$ cat src/rtl/bist_sequencer_if.sv
// bist_sequencer_if: control and status bundle between the BIST sequencer and its TPG/ORA/FIL neighbours
interface bist_sequencer_if #(
  parameter int ERR_BITS   = 8,
  parameter int FAULT_BITS = 8
);
  logic                  start;
  logic                  abort;
  logic                  tpg_end;
  logic                  ora_res;
  logic                  fil_end;
  logic                  tpg_reset;
  logic                  fil_inc;
  logic [ERR_BITS-1:0]   err_count;
  logic [FAULT_BITS-1:0] det_count;
  logic [FAULT_BITS-1:0] fault_idx;
  logic                  busy;
  logic                  done;
  logic                  timeout_err;
  modport master (
    output start, abort, tpg_end, ora_res, fil_end,
    input  tpg_reset, fil_inc, err_count, det_count, fault_idx, busy, done, timeout_err
  );
  modport slave (
    input  start, abort, tpg_end, ora_res, fil_end,
    output tpg_reset, fil_inc, err_count, det_count, fault_idx, busy, done, timeout_err
  );
endinterface

$ cat src/rtl/bist_sequencer.sv
// bist_sequencer: fault-by-fault BIST session FSM driving TPG reset, FIL advance and mismatch counters
module bist_sequencer #(
  parameter int ERR_BITS     = 8,
  parameter int FAULT_BITS   = 8,
  parameter int SETUP_CYCLES = 13,
  parameter int TIMEOUT      = 1024,
  parameter bit EARLY_ABORT  = 1'b0
) (
  input logic              clk,
  input logic              rst_n,
  bist_sequencer_if.slave  bus
);
  localparam int SW = $clog2(SETUP_CYCLES + 1);
  localparam int RW = $clog2(TIMEOUT + 1);
  typedef enum logic [2:0] {S_IDLE, S_SETUP, S_RUN, S_ADV, S_DONE} state_t;
  state_t                r_state;
  state_t                w_next;
  logic [SW-1:0]         r_setup_cnt;
  logic [RW-1:0]         r_run_cnt;
  logic [ERR_BITS-1:0]   r_err;
  logic [FAULT_BITS-1:0] r_det;
  logic [FAULT_BITS-1:0] r_idx;
  logic                  r_hit;
  logic                  r_tout;
  logic                  w_start;
  logic                  w_setup_last;
  logic                  w_run_last;
  logic                  w_run_exit;
  logic                  w_run_act;
  logic                  w_adv_act;
  always_comb begin
    w_start      = (r_state == S_IDLE || r_state == S_DONE) && bus.start;
    w_setup_last = r_setup_cnt == SW'(SETUP_CYCLES - 1);
    w_run_last   = r_run_cnt == RW'(TIMEOUT - 1);
    w_run_exit   = bus.tpg_end | (EARLY_ABORT & bus.ora_res) | w_run_last;
    w_run_act    = r_state == S_RUN && !bus.abort;
    w_adv_act    = r_state == S_ADV && !bus.abort;
    w_next       = r_state;
    case (r_state)
      S_IDLE:  w_next = bus.start ? S_SETUP : S_IDLE;
      S_SETUP: w_next = bus.abort ? S_IDLE : w_setup_last ? S_RUN : S_SETUP;
      S_RUN:   w_next = bus.abort ? S_IDLE : w_run_exit ? S_ADV : S_RUN;
      S_ADV:   w_next = bus.abort ? S_IDLE : bus.fil_end ? S_DONE : S_RUN;
      S_DONE:  w_next = bus.start ? S_SETUP : S_DONE;
      default: w_next = S_IDLE;
    endcase
  end
  always_ff @(posedge clk) begin
    if (!rst_n) begin
      r_state     <= S_IDLE;
      r_setup_cnt <= '0;
      r_run_cnt   <= '0;
      r_err       <= '0;
      r_det       <= '0;
      r_idx       <= '0;
      r_hit       <= 1'b0;
      r_tout      <= 1'b0;
    end else begin
      r_state   <= w_next;
      r_run_cnt <= (r_state == S_RUN) ? r_run_cnt + 1'b1 : '0;
      if (w_start) begin
        r_setup_cnt <= '0;
        r_err       <= '0;
        r_det       <= '0;
        r_idx       <= '0;
        r_hit       <= 1'b0;
        r_tout      <= 1'b0;
      end else if (r_state == S_SETUP) begin
        r_setup_cnt <= r_setup_cnt + 1'b1;
      end
      if (w_run_act) begin
        if (bus.ora_res) begin
          r_hit <= 1'b1;
          if (r_err != '1) r_err <= r_err + 1'b1;
        end
        if (w_run_last) r_tout <= 1'b1;
      end
      if (w_adv_act) begin
        if (r_idx != '1) r_idx <= r_idx + 1'b1;
        if (r_hit && r_det != '1) r_det <= r_det + 1'b1;
        r_hit <= 1'b0;
      end
    end
  end
  assign bus.tpg_reset   = r_state != S_RUN;
  assign bus.fil_inc     = r_state == S_ADV;
  assign bus.busy        = r_state == S_SETUP || r_state == S_RUN || r_state == S_ADV;
  assign bus.done        = r_state == S_DONE;
  assign bus.err_count   = r_err;
  assign bus.det_count   = r_det;
  assign bus.fault_idx   = r_idx;
  assign bus.timeout_err = r_tout;
endmodule

$ cat src/flat_wrapper.sv
// flat-port wrapper written by rule: the top's interface ports become plain ports
module bist_sequencer_flat 
#(
  parameter int ERR_BITS     = 8,
  parameter int FAULT_BITS   = 8,
  parameter int SETUP_CYCLES = 13,
  parameter int TIMEOUT      = 1024,
  parameter bit EARLY_ABORT  = 1'b0
)
  (clk, rst_n, bus_start, bus_abort, bus_tpg_end, bus_ora_res, bus_fil_end, bus_tpg_reset, bus_fil_inc, bus_err_count, bus_det_count, bus_fault_idx, bus_busy, bus_done, bus_timeout_err);
  bist_sequencer_if #(.ERR_BITS(ERR_BITS), .FAULT_BITS(FAULT_BITS)) bus_i ();
  input logic clk;
  input logic rst_n;
  input wire logic [$bits(bus_i.start)-1:0] bus_start;
  input wire logic [$bits(bus_i.abort)-1:0] bus_abort;
  input wire logic [$bits(bus_i.tpg_end)-1:0] bus_tpg_end;
  input wire logic [$bits(bus_i.ora_res)-1:0] bus_ora_res;
  input wire logic [$bits(bus_i.fil_end)-1:0] bus_fil_end;
  output wire logic [$bits(bus_i.tpg_reset)-1:0] bus_tpg_reset;
  output wire logic [$bits(bus_i.fil_inc)-1:0] bus_fil_inc;
  output wire logic [$bits(bus_i.err_count)-1:0] bus_err_count;
  output wire logic [$bits(bus_i.det_count)-1:0] bus_det_count;
  output wire logic [$bits(bus_i.fault_idx)-1:0] bus_fault_idx;
  output wire logic [$bits(bus_i.busy)-1:0] bus_busy;
  output wire logic [$bits(bus_i.done)-1:0] bus_done;
  output wire logic [$bits(bus_i.timeout_err)-1:0] bus_timeout_err;
  assign bus_i.start = bus_start;
  assign bus_i.abort = bus_abort;
  assign bus_i.tpg_end = bus_tpg_end;
  assign bus_i.ora_res = bus_ora_res;
  assign bus_i.fil_end = bus_fil_end;
  assign bus_tpg_reset = bus_i.tpg_reset;
  assign bus_fil_inc = bus_i.fil_inc;
  assign bus_err_count = bus_i.err_count;
  assign bus_det_count = bus_i.det_count;
  assign bus_fault_idx = bus_i.fault_idx;
  assign bus_busy = bus_i.busy;
  assign bus_done = bus_i.done;
  assign bus_timeout_err = bus_i.timeout_err;
  bist_sequencer #(.ERR_BITS(ERR_BITS), .FAULT_BITS(FAULT_BITS), .SETUP_CYCLES(SETUP_CYCLES), .TIMEOUT(TIMEOUT), .EARLY_ABORT(EARLY_ABORT)) u_core (.clk(clk), .rst_n(rst_n), .bus(bus_i));
endmodule
$ cat config.mk
export PLATFORM = sky130hd
export DESIGN_NAME = bist_sequencer_flat
export DESIGN_NICKNAME = d
export VERILOG_FILES = /design/src/rtl/bist_sequencer_if.sv /design/src/rtl/bist_sequencer.sv /design/src/flat_wrapper.sv
export SDC_FILE = /design/constraint.sdc
export NUM_CORES = 1
export LEC_CHECK = 0
export BUFFER_PORTS_ARGS = -buffer_cell sky130_fd_sc_hd__clkbuf_2
export CORE_MARGIN = 3
export CORE_UTILIZATION = 62
export CTS_BUF_LIST = sky130_fd_sc_hd__clkbuf_4
export DETAILED_ROUTE_END_ITERATION = 8
export GPL_ROUTABILITY_DRIVEN = 1
export GPL_TIMING_DRIVEN = 0
export PLACE_DENSITY = 0.87
export SYNTH_ARGS = -nofsm -noshare
export SYNTH_HDL_FRONTEND = slang
export SYNTH_SLANG_ARGS = --single-unit
$ cat constraint.sdc
create_clock -name clk -period 2.65 [get_ports clk]
set_clock_uncertainty 0.05 [all_clocks]
set_input_delay 0.3975 -clock clk [delete_from_list [all_inputs] [get_ports clk]]
set_output_delay 0.3975 -clock clk [all_outputs]
set_load 0.005 [all_outputs]
==> metrics.yaml, run 1 <==
outcome: "complete, no violations"
dp_hpwl_um: 3380
regArea_um2: 881
multiInputGateArea_um2: 1170
slew_headroom_pct: 43.9
grt_pass1_vias: 1864
clkTransAtPathRegs_ns: 0.12
htree_levels: 2
placementRows: 20
drcViolationCount: 0
insertion_delay_ns: 0.36
arrival_ns: 2.20
final_cell_count_no_fill: 335
syn_inst: 248
cts_tree: "built"
grt_max_degree: 14
p_per_area_nw_per_um2: 424
setup_slack_ns: 0.709
dp_slack_ns: 0.652
fin_nets: 303
required_ns: 2.90
io_buffers: 35
via_count: 2027
worstPathMaxFanout: 9
hold_class: "input port to register"
cts_buffers: 5
die_w_um: 64.7
viasPerCell: 6.05
grt_pass1_wl_um: 8180
drt-initial-drc-count: 160
rsz0062_at_grt: "no"
p_leak_nw: 0.929
max_freq_mhz: 515
drt_wl_total_um: 4660
drv_slew: 0
ys_ff_latch: 44
n_fill_cell: 261
avgSynthCellArea_um2: 8.61
antenna_cells: 0
overflow: 0
clk_path_buf_depth: 2
synthFlopType: "dfxtp_1"
async_flop_share_pct: 0
start_util_pct: 67.2
core_area_um2: 3180
hold_slack_ns: 0.257
area_delta_synth_final_pct: 13.2
ys_warn_count: 0
synth_nets: 261
drive_gt1_share_pct: 18.9
numPlacedInstances: 327
ant_nets: 0
dieArea_um2: 4180
synth_edf_count: 0
syn_area_um2: 2140
cts.root.buffer_cell: "clkbuf_4"
seq_area_frac_synth_pct: 41.2
antenna_found_initial: 0
setup_viol: 0
worst_slew_pin_slew_ns: 0.841
postCtsSetupBuffers: 0
final_cell_mix: "dfxtp_1, clkbuf_2, nand3_1, nor2_1, nand2_1"
worstSetupEndpointType: "register"
grt_usage_pct: 24.9
maxCapViolCount: 0
post_cts_resized: 0
final_common_cell: "dfxtp_1"
gp_congestion: 0.890
routedWlPerCell_um: 13.9
cts_hold_buf: 0
cts.sinks: 44
die_h_um: 64.7
pin_count: 36
startpoint_type: "register"
post-route-period-util_pct: 73.3
dr.pass1.iters: 4
crit_type: "register to register"
tns_ns: 0
yosysUniqueCellTypes: 49
vdd_drop_max_v: 0.000339
period_minus_slack_ns: 1.94
hold_viol_final: 0
[path summary, 6_finish.rpt]
check,start,end,slack (ns),depth (start not counted)
min reg2reg,u_core.r_run_cnt[0],u_core.r_run_cnt[0],0.43,1
max reg2reg,u_core.bus.fault_idx[0],u_core.bus.fault_idx[3],0.71,6
min,bus_abort,u_core.r_state[1],0.26,2
max,u_core.bus.fault_idx[0],u_core.bus.fault_idx[3],0.71,6
[metrics by stage]
stage	power (mW)	utilization [%]	area (µm²)
floorplan	0.713	-	2140
global placement	0.732	74.4	2370
detailed placement	0.733	74.4	2370
CTS	1.04	76.1	2420
global route	1.07	76.1	2420
finish	1.03	76.1	2420
[cells by family (layout without fill, tap and decap cells)]
logic type,count (synthesis),in the layout,share of synthesized area [%]
compound gates,63,63,19.7
xor+xnor,13,13,5.33
flops,44,44,41.2
simple gates,103,103,26.4
fa+ha+maj,6,6,3.51
buf+inv,19,62,3.81
[area by class of cell]
| cell class | count | area share, % |
|---|---|---|
| inverters | 8 | 1.24 |
| repair buffers | 35 | 7.25 |
| multi-input cells | 185 | 48.6 |
| clock buffers | 5 | 1.55 |
| flip-flops and latches | 44 | 36.4 |
| plain buffers | 11 | 2.12 |
| well taps | 44 | 2.28 |
| clock inverters | 3 | 0.569 |
[worst max-delay path, stage by stage (launching register included)]
cell      delay (ns)
dfxtp_1         0.38
ha_1            0.26
and3_1          0.24
a31o_1          0.21
clkbuf_1        0.18
or4_1           0.50
nand2_1         0.07
[Yosys cell counts (3+ instances only)]
| master | instances | area share (%) |
|---|---|---|
| a21oi_1 | 14 | 3.3 |
| a31oi_1 | 3 | 0.88 |
| and3_1 | 6 | 1.8 |
| and4_1 | 3 | 1.2 |
| buf_2 | 8 | 1.9 |
| clkbuf_1 | 3 | 0.53 |
| dfxtp_1 | 44 | 41 |
| ha_1 | 6 | 3.5 |
| inv_1 | 7 | 1.2 |
| nand2_1 | 18 | 3.2 |
| nand3_1 | 23 | 5.4 |
| nand4_1 | 7 | 2.1 |
| nor2_1 | 20 | 3.5 |
| nor3_1 | 4 | 0.94 |
| o211ai_1 | 9 | 3.2 |
| o21ai_0 | 13 | 3.0 |
| o31ai_1 | 3 | 1.1 |
| o41ai_1 | 5 | 2.1 |
| or3_1 | 3 | 0.88 |
| xnor2_1 | 4 | 1.6 |
| xor2_1 | 9 | 3.7 |
[flip-flops by register name, summed over array words and instances (netlist names)]
name and count:
u_core.r_hit 1, u_core.bus.err_count 8, u_core.r_run_cnt 11, u_core.r_setup_cnt 4, u_core.bus.det_count 8, u_core.bus.fault_idx 8, u_core.r_state 3, u_core.bus.timeout_err 1
[report_power, final]
part / total [mW] / switching, mW / leakage, nW / internal [mW]
Combinational: 0.0527 / 0.0361 / 0.542 / 0.0166
Sequential: 0.666 / 0.00211 / 0.355 / 0.664
Clock: 0.307 / 0.209 / 0.0324 / 0.0976
[metal layers]
layer | global-route usage (%) | wire (µm) | part of all wire, %
met2 | 40.6 | 2210 | 47
met5 | 0 | 0 | 0
met1 | 30.6 | 2080 | 45
met4 | 10.3 | 61 | 1.3
met3 | 7.28 | 308 | 6.6
(Power assumes the default switching activity.)
==> inputs of run 2 (changes only) <==
CORE_UTILIZATION = 58   (was 62)
PLACE_DENSITY = 0.82   (was 0.87)
clock period = 1.9 ns   (was 2.65 ns; I/O delays follow)
==> metrics.yaml, run 2 (synthesis gave the netlist of run 1 again) <==
outcome: "complete, no violations"
gp_congestion: 0.861  # -3.2%
grt_pass1_wl_um: 8270  # +1.2%
antenna_found_initial: 0  # unchanged
viasPerCell: 6.13  # +1.3%
dp_hpwl_um: 3550  # +4.9%
max_flop_register: "u_core.r_run_cnt"
post-route-period-util_pct: 95.3  # +22 points
cts_buffers: 5  # unchanged
antenna_cells: 0  # unchanged
drt_wl_total_um: 5010  # +7.6%
setup_viol: 0  # unchanged
via_count: 2066  # +1.9%
dieArea_um2: 4450  # +6.2%
min-delay-start: "bus_abort"
path_cells: "ha_1 -> and3_1 -> a31o_4 -> or4_1 -> nand2_1"
pin_count: 36  # unchanged
drcViolationCount: 0  # unchanged
grt_use_met1_pct: 30.2  # -0.44 points
required_ns: 2.15  # -0.75 ns
dr.pass1.iters: 4  # unchanged
r2r_start: "u_core.bus.fault_idx[0]"
drt-initial-drc-count: 150  # -6.3%
period_minus_slack_ns: 1.81  # -0.131 ns
cts_hold_buf: 0  # unchanged
overflow: 0  # unchanged
hold_class: "input port to register"
die_w_um: 66.7  # +3.1%
insertion_delay_ns: 0.36  # about the same
grt.met3_usage_pct: 7.08  # -0.20 points
vdd_drop_max_v: 0.000538  # +59%
fin_nets: 303  # unchanged
htree_levels: 2  # unchanged
use_met2_pct: 38.2  # -2.4 points
cp.buffers_inverters: 0  # -1
hold_viol_final: 0  # unchanged
cp_slowest_cell: "or4_1"
final_cell_mix: "dfxtp_1, clkbuf_2, nand3_1, nor2_1, nand2_1"
arrival_ns: 2.06  # -0.14 ns
grt_usage_pct: 24.0  # -0.90 points
grt_pass1_vias: 1849  # -0.80%
p_leak_nw: 0.957  # +3.0%
slowest_delay_ns: 0.47  # -0.03 ns
die_h_um: 66.7  # +3.1%
crit_family: "simple AND/OR/NAND/NOR gates"
worstSetupEndpointType: "register"
maxCapViolCount: 0  # unchanged
routedWlPerCell_um: 14.9  # +6.9%
grt_max_degree: 15  # +1
cts.root.buffer_cell: "clkbuf_4"
grt_busiest_layer: "met2"
io_buffers: 35  # unchanged
core_area_um2: 3440  # +8.3%
worst_slew_pin_slew_ns: 0.516  # -0.325 ns
crit_start: "u_core.bus.fault_idx[0]"
startpoint_type: "register"
worstPathMaxFanout: 9  # unchanged
crit_type: "register to register"
ant_nets: 0  # unchanged
cts.sinks: 44  # unchanged
max_freq_mhz: 552  # +7.2%
clk_path_buf_depth: 2  # unchanged
drv_slew: 0  # unchanged
area_delta_synth_final_pct: 16.6
cts_tree: "built"
tns_ns: 0  # unchanged
start_util_pct: 62.1  # -5.2 points
clkTransAtPathRegs_ns: 0.13  # about the same
largest_reg_flops: 11  # unchanged
slew_headroom_pct: 65.6  # +22 points
final_common_cell: "dfxtp_1"
p_per_area_nw_per_um2: 637  # +50%
drive_gt1_share_pct: 21.3  # +2.4 points
placementRows: 21  # +5.0%
hold_slack_ns: 0.127  # -0.130 ns
-- run 2: changes by cell type in the layout (fill, tap and decap cells not counted), moves of 2 or more --
| cell | change |
|---|---|
| clkbuf_1 | -2 |
| buf_2 | -2 |
| clkbuf_4 | +2 |
| clkinv_2 | -2 |
-- run 2: metrics by stage --
stage	util, %	cell area (µm²)	worst slack, ns	instances	total power, mW
floorplan	-	2140	0.118	248	0.994
global placement	68.8	2370	0.0276	329	1.02
detailed placement	68.8	2370	-0.00559	329	1.02
CTS	71.0	2440	0.00126	336	1.60
global route	72.3	2490	-0.0139	337	1.66
finish	72.3	2490	0.0892	337	1.59
-- run 2: per-layer routing --
| layer | share of wire (%) | wire (µm) | up-vias |
|---|---|---|---|
| li1 | - | - | 1019 |
| met1 | 44 | 2230 | 971 |
| met2 | 49 | 2430 | 67 |
| met3 | 5.6 | 280 | 9 |
| met4 | 1.3 | 67 | 0 |
| met5 | 0 | 0 | - |
-- run 2: area by class of cell --
type	instances	area, µm²
multi-input cells	185	1200
repair buffers	36	183
clock buffers	5	37.5
well taps	46	57.6
clock inverters	3	42.5
plain buffers	10	53.8
fillers	289	952
inverters	8	30.0
flip-flops and latches	44	881
-- run 2: path summary, 6_finish.rpt --
path	endpoint	slack, ns	cells past startpoint
setup reg to reg	u_core.bus.fault_idx[3]	0.09	5
setup / recovery	u_core.bus.fault_idx[3]	0.09	5
hold reg to reg	u_core.r_run_cnt[0]	0.43	1
hold / removal	u_core.r_state[1]	0.13	2
-- run 2: timing repair --
action                     in CTS  in global routing
hold endpoints to repair        0                  0
pin swaps                       1                  1
cloned                          0                  0
setup endpoints to repair       3                 15
setup buffers                   0                  1
resized for setup               0                 10
-- run 2: report_power, final --
part | total, mW | switching (mW) | leakage (nW) | internal, mW
Sequential | 0.928 | 0.00279 | 0.355 | 0.926
Combinational | 0.0775 | 0.0529 | 0.559 | 0.0246
Clock | 0.581 | 0.306 | 0.0428 | 0.275
